File: src/rtl/serial_2_parallel.sv
// Receive-side deserializer: rebuilds LANES signed complex bins from 2*LANES
// MSB-first serial lanes and presents them as registered words with a valid pulse.
module serial_2_parallel #(
    parameter int LANES = 32,
    parameter int WIDTH = 16
) (
    input  logic                    clk,
    input  logic                    rst_n,
    input  logic                    enable,
    input  logic [0:LANES-1]        real_in,
    input  logic [0:LANES-1]        imag_in,
    output logic signed [WIDTH-1:0] real_out [0:LANES-1],
    output logic signed [WIDTH-1:0] imag_out [0:LANES-1],
    output logic                    out_valid,
    output logic                    frame_abort,
    output logic                    busy
);

    localparam int CW = $clog2(WIDTH);
    localparam logic [CW-1:0] LAST = CW'(WIDTH - 1);

    typedef enum logic {
        IDLE  = 1'b0,
        SHIFT = 1'b1
    } state_t;

    state_t        state_reg, state_next;
    logic [CW-1:0] cnt_reg, cnt_next;
    logic          sample;
    logic          load;
    logic          abort;

    always_comb begin
        state_next = state_reg;
        cnt_next   = cnt_reg;
        sample     = 1'b0;
        load       = 1'b0;
        abort      = 1'b0;
        case (state_reg)
            IDLE: begin
                if (enable) begin
                    sample     = 1'b1;
                    cnt_next   = CW'(1);
                    state_next = SHIFT;
                end
            end
            SHIFT: begin
                if (enable) begin
                    sample = 1'b1;
                    if (cnt_reg == LAST) begin
                        load       = 1'b1;
                        cnt_next   = '0;
                        state_next = IDLE;
                    end else begin
                        cnt_next = cnt_reg + CW'(1);
                    end
                end else begin
                    abort      = 1'b1;
                    cnt_next   = '0;
                    state_next = IDLE;
                end
            end
            default: begin
                state_next = IDLE;
                cnt_next   = '0;
            end
        endcase
    end

    always_ff @(posedge clk or negedge rst_n) begin
        if (!rst_n) begin
            state_reg   <= IDLE;
            cnt_reg     <= '0;
            out_valid   <= 1'b0;
            frame_abort <= 1'b0;
        end else begin
            state_reg   <= state_next;
            cnt_reg     <= cnt_next;
            out_valid   <= load;
            frame_abort <= abort;
        end
    end

    assign busy = (state_reg == SHIFT);

    // Only the low WIDTH-1 history bits are ever observed (the oldest bit falls
    // off on the final shift), so each lane keeps WIDTH-1 bits of history and
    // the completed word is history plus the bit currently on the lane.
    genvar gi;
    generate
        for (gi = 0; gi < LANES; gi++) begin : g_lane
            logic [WIDTH-2:0] hist_r_reg, hist_i_reg;
            logic [WIDTH-1:0] word_r_next, word_i_next;

            assign word_r_next = {hist_r_reg, real_in[gi]};
            assign word_i_next = {hist_i_reg, imag_in[gi]};

            always_ff @(posedge clk or negedge rst_n) begin
                if (!rst_n) begin
                    hist_r_reg   <= '0;
                    hist_i_reg   <= '0;
                    real_out[gi] <= '0;
                    imag_out[gi] <= '0;
                end else begin
                    if (sample) begin
                        hist_r_reg <= word_r_next[WIDTH-2:0];
                        hist_i_reg <= word_i_next[WIDTH-2:0];
                    end
                    if (load) begin
                        real_out[gi] <= word_r_next;
                        imag_out[gi] <= word_i_next;
                    end
                end
            end
        end
    endgenerate

endmodule

File: config.mk
export PLATFORM = sky130hd
export DESIGN_NAME = serial_2_parallel
export DESIGN_NICKNAME = d
export VERILOG_FILES = /design/src/rtl/serial_2_parallel.sv
export SDC_FILE = /design/constraint.sdc
export NUM_CORES = 2
export LEC_CHECK = 0
export ABC_AREA = 0
export BUFFER_PORTS_ARGS = -buffer_cell sky130_fd_sc_hd__buf_2
export CORE_AREA = 10 10 416 418
export DETAILED_ROUTE_END_ITERATION = 16
export DIE_AREA = 0 0 426 428
export GPL_TIMING_DRIVEN = 0
export HOLD_SLACK_MARGIN = 0.1
export MAX_ROUTING_LAYER = met4
export PLACE_DENSITY = 0.73
export REMOVE_ABC_BUFFERS = 1
export SYNTH_ARGS = -nofsm -noshare
export SYNTH_HDL_FRONTEND = slang
export SYNTH_SLANG_ARGS = --single-unit
File: constraint.sdc
create_clock -name clk -period 3 [get_ports clk]
set_input_delay 0.45 -clock clk [delete_from_list [all_inputs] [get_ports clk]]
set_output_delay 0.45 -clock clk [all_outputs]
set_load 0.02 [all_outputs]
======== Word-level counts from Yosys, hierarchy flattened ========
Index checks and enable logic that the tools add are counted.
cells by class
  add/subtract/negate cells ............... 1
  eq/ne operators ......................... 2
  mux-type cells .......................... 13
  bitwise gates (word level) .............. 1
operators by type and width
  operator             count
  $mux 4               3
  $mux 1               8
  $pmux 4 s2           1
  $add 4x1->4 const B  1
  $eq 4x4->1 const B   1
  $ne 2x2->1 const B   1
  $pmux 1 s2           1
  $not 1->1            1
storage, ports and cells
  flip-flop bits (word level) ............. 1,991
  bits of input ports ..................... 67
  output and inout port bits .............. 1,027

======== Logic depth before layout (Yosys ltp) ========
  word-level depth ........................ 4
  gate-level depth with buffers ........... 8
  depth with buffers taken out ............ 5

======== Worst setup path before layout ========
OpenSTA, ideal clock, no wires.
  path kind ............................... register to register
  start point ............................. register cnt_reg[0]
  end point ............................... register imag_out[254] (netlist name)
  data arrival time ....................... 1.767 ns
  required time ........................... 2.873 ns
  slack ................................... 1.106 ns
  stages on the path, launching flop included .. 9
  path buffers ............................ 3
  path through ............................ dfrtp_1 ha_1 and3_4 nand3_4 inv_2 buf_12 buf_8 buf_8 mux2_1
between the ends
  word-level cells in the longest chain between the ends .. 4
RTL lines
  element                        line  text
  start, declared                28    logic [CW-1:0] cnt_reg, cnt_next;
  start signal, assigned         78    cnt_reg <= cnt_next;
  $eq 4x4->1                     50    if (cnt_reg == LAST) begin
  $mux 1                         50
  $mux 1                         48    if (enable) begin
  $mux 1                         39    case (state_reg)
  end signal, assigned by index  111   imag_out[gi] <= word_i_next;
  end, declared                  13    output logic signed [WIDTH-1:0] imag_out [0:LANES-1],
Every way passes these cells.
A chain may end at the register's enable or synchronous reset.

======== Worst setup path after layout ========
  start point ............................. register cnt_reg[0]
  end point ............................... register real_out[320] (netlist name)
between the ends
  word-level cells in the longest chain between the ends .. 4
RTL lines
  element                        line  text
  $eq 4x4->1                     50
  $mux 1                         50
  $mux 1                         48
  $mux 1                         39
  end signal, assigned by index  110   real_out[gi] <= word_r_next;
  end, declared                  12    output logic signed [WIDTH-1:0] real_out [0:LANES-1],
Every way passes these cells.

==> metrics.txt <==
Max rail drop VDD=0.000619 V; reported net switching power=0.0164 W; DIE HEIGHT=428 um; proportion of power drawn by combinational gates=0.092; fraction of post-synthesis cell area in the top cell type by area=0.671; fin area=0.0893 mm2; Syn-to-layout area delta=20.4%; average wire per cell in the routed design=24.8 um; main area contributors after synthesis=sky130_fd_sc_hd__dfrtp_1 67%, sky130_fd_sc_hd__mux2_2 17%, sky130_fd_sc_hd__mux2_1 13%; fraction of final layout cells sized beyond drive strength 1=0.459; effective utilization at floorplan=0.451; number of clock sinks seen by CTS=1991; Slew headroom=0.379; DRT Wirelength=193 mm; H-tree levels=4; Tightest Hold Check Type=input port to register; DRC marker count from the first detailed-route iteration=2465; internal cell power=0.0496 W; maximum number of pins on one net before global-route repair=176; overall via count from detail_route=40002; Final Instance Count excl. Fillers=7756; switching fraction of total power=0.249; Port Buffer Count=1093; Period minus WS final=2850 ps; Worst-path clk slew=60 ps; First-pass DRT Iterations=4; highest attainable clock frequency=351 MHz; DRC viols=0; sequential area share after synthesis=0.671; Setup WS pre-CTS=-3920 ps; nature of the critical path startpoint=register; fraction of power consumed by the clock network=0.368; Netlist cell types=27; vias per cell=5.16; final global-route overflow total=0; TritonCTS clock tree=yes; total setup violations reported at the end of the flow=0; Syn Area/Cell=17.6 um2; boundary pin count=1094; global placer's final weighted congestion=0.868; leakage power summed over all cells=46.7 nW; transition time at the pin with the least slew margin=931 ps; vias in the first global route=42031; run status=complete, no violations; Final Hold Vio Count=0; endpoint arrival time on the critical path=3590 ps; top library cells by usage in the layout, fill and taps aside=1991 x sky130_fd_sc_hd__dfrtp_1, 1114 x sky130_fd_sc_hd__mux2_2, 1091 x sky130_fd_sc_hd__buf_2; number of synthesized flops with an enable pin=0; initial antenna violation count=6; Core Rows=149; largest fanout of any net on the critical path=60; Core Region=0.164 mm2; cell count after placement=7310; kind of capture point of the worst setup path=register; global router's overall resource usage=0.213; chip width=426 um; Setup CP Type=register to register; dominant cell type by area after synthesis=sky130_fd_sc_hd__dfrtp_1; max-slew violation count=0; Flop pwr share=0.540; clock latency of the later-clocked register in the worst-skew pair=870 ps; Synth Cell Area=0.0742 mm2; required time of the critical path=3740 ps; synthesis warning total=0; commonest register cell after synthesis=sky130_fd_sc_hd__dfrtp_1; number of violations of the max-capacitance limit=0; Max clock buf depth=3; #FFs+latches synth=1991; registers with the most flip-flops=imag_out x512, real_out x512; async set-or-reset flop fraction in the synthesized netlist=1.00; post-synthesis cell count=4220; Placement Cell Area=0.0814 mm2; setup slack of the critical path after layout=149 ps; placed wire-length estimate after detailed placement=131 mm; worst clock skew=70.5 ps; number of nets in the layout=5482; DIE AREA=0.182 mm2; root cell of the clock tree=sky130_fd_sc_hd__clkbuf_16; RSZ-0062 raised after global routing=no; CTS Buf Count=196; antenna viol nets, final=0; wire length of the first global-routing pass=285 mm; share of the clock period used by the worst path after layout=0.950; power density relative to cell area=739 mW/mm2; most common cell after layout, fill and taps aside=sky130_fd_sc_hd__dfrtp_1
per-layer routing:
layer / wire (um) / GRT usage / share of wire
met1: 73300 / 0.240 / 0.38
met2: 96500 / 0.345 / 0.50
met3: 9390 / 0.0495 / 0.049
met4: 13500 / 0.126 / 0.070
met5: 0 / - / 0
Yosys cell counts, types with 2 or more instances:
| cell | instances |
|---|---|
| sky130_fd_sc_hd__buf_6 | 68 |
| sky130_fd_sc_hd__dfrtp_1 | 1991 |
| sky130_fd_sc_hd__buf_4 | 11 |
| sky130_fd_sc_hd__buf_2 | 101 |
| sky130_fd_sc_hd__mux2_2 | 1114 |
| sky130_fd_sc_hd__buf_12 | 7 |
| sky130_fd_sc_hd__o21ai_0 | 2 |
| sky130_fd_sc_hd__mux2_1 | 870 |
| sky130_fd_sc_hd__nand2_1 | 4 |
| sky130_fd_sc_hd__clkbuf_1 | 11 |
| sky130_fd_sc_hd__buf_8 | 23 |
| sky130_fd_sc_hd__nand3_1 | 3 |
worst max-delay path, cell delays in order (launching register included):
cell,delay [ps]
sky130_fd_sc_hd__dfrtp_1,410
sky130_fd_sc_hd__ha_1,250
sky130_fd_sc_hd__and3_4,260
sky130_fd_sc_hd__nand3_4,150
sky130_fd_sc_hd__inv_16,230
sky130_fd_sc_hd__buf_16,260
sky130_fd_sc_hd__buf_16,260
sky130_fd_sc_hd__buf_16,290
sky130_fd_sc_hd__mux2_1,360
cells by family (layout without fill, tap and decap cells):
kind of cell             after synthesis  after routing  synth area share
AND/OR/NAND/NOR                       14             15           0.00116
flip-flops                          1991           1991             0.671
other                                  0              3                 0
AO/OA/AOI/OAI                          6              6          0.000506
adder cells (fa/ha/maj)                1              1          0.000169
buffers and inverters                223           1566            0.0254
multiplexers                        1984           1984             0.301
XOR/XNOR                               1              1          0.000118
timing repair:
item	in CTS	in global routing
pin swaps	1	0
buffers inserted	1	0
gates resized for setup	7	0
hold buffers	69	0
setup endpoints to repair	1026	272
hold endpoints to repair	319	0
gates cloned	22	3
final timing paths:
| kind | cells past startpoint | start | end | slack [ps] |
|---|---|---|---|---|
| setup / recovery | 8 | cnt_reg[0]$_DFFE_PN0P_ | real_out[320]$_DFFE_PN0P_ | 150 |
| hold / removal | 2 | enable | g_lane[1].hist_r_reg[5]$_DFFE_PN0P_ | 210 |
| setup reg to reg | 8 | cnt_reg[0]$_DFFE_PN0P_ | real_out[320]$_DFFE_PN0P_ | 150 |
| hold reg to reg | 1 | g_lane[5].hist_i_reg[14]$_DFFE_PN0P_ | imag_out[431]$_DFFE_PN0P_ | 450 |
| max in group asynchronous | 7 | rst_n | imag_out[88]$_DFFE_PN0P_ | 280 |
| min in group asynchronous | 3 | rst_n | real_out[369]$_DFFE_PN0P_ | 290 |
power by group through the flow:
stage	sequential (W)	clock, W	combinational, W
after floorplan	0.0343	0	0.00457
after global placement	0.0359	0	0.00640
after detailed placement	0.0360	0	0.00594
after CTS	0.0356	0.0249	0.00617
after global routing	0.0363	0.0260	0.00671
final	0.0356	0.0243	0.00607
layout make-up:
cell class | count | area, um2
fill | 13114 | 75100
multi-input combinational | 2007 | 22500
sequential | 1991 | 49800
timing repair buffer | 1216 | 7790
antenna | 3 | 7.51
clock buffer | 299 | 5670
inverter | 1 | 20.0
timing repair inverter | 1 | 8.76
tap | 2189 | 2740
clock inverter | 49 | 746
stage by stage:
| stage | hold slack [ps] | util | TNS [ps] | total power [W] |
|---|---|---|---|---|
| floorplan | 154 | - | - | 0.0389 |
| global placement | 461 | 0.490 | - | 0.0423 |
| detailed placement | 449 | 0.495 | -3442510 | 0.0420 |
| CTS | 132 | 0.543 | 0 | 0.0667 |
| global route | 168 | 0.543 | 0 | 0.0690 |
| finish | 206 | 0.543 | 0 | 0.0660 |
Power figures use the tool's default switching activity.
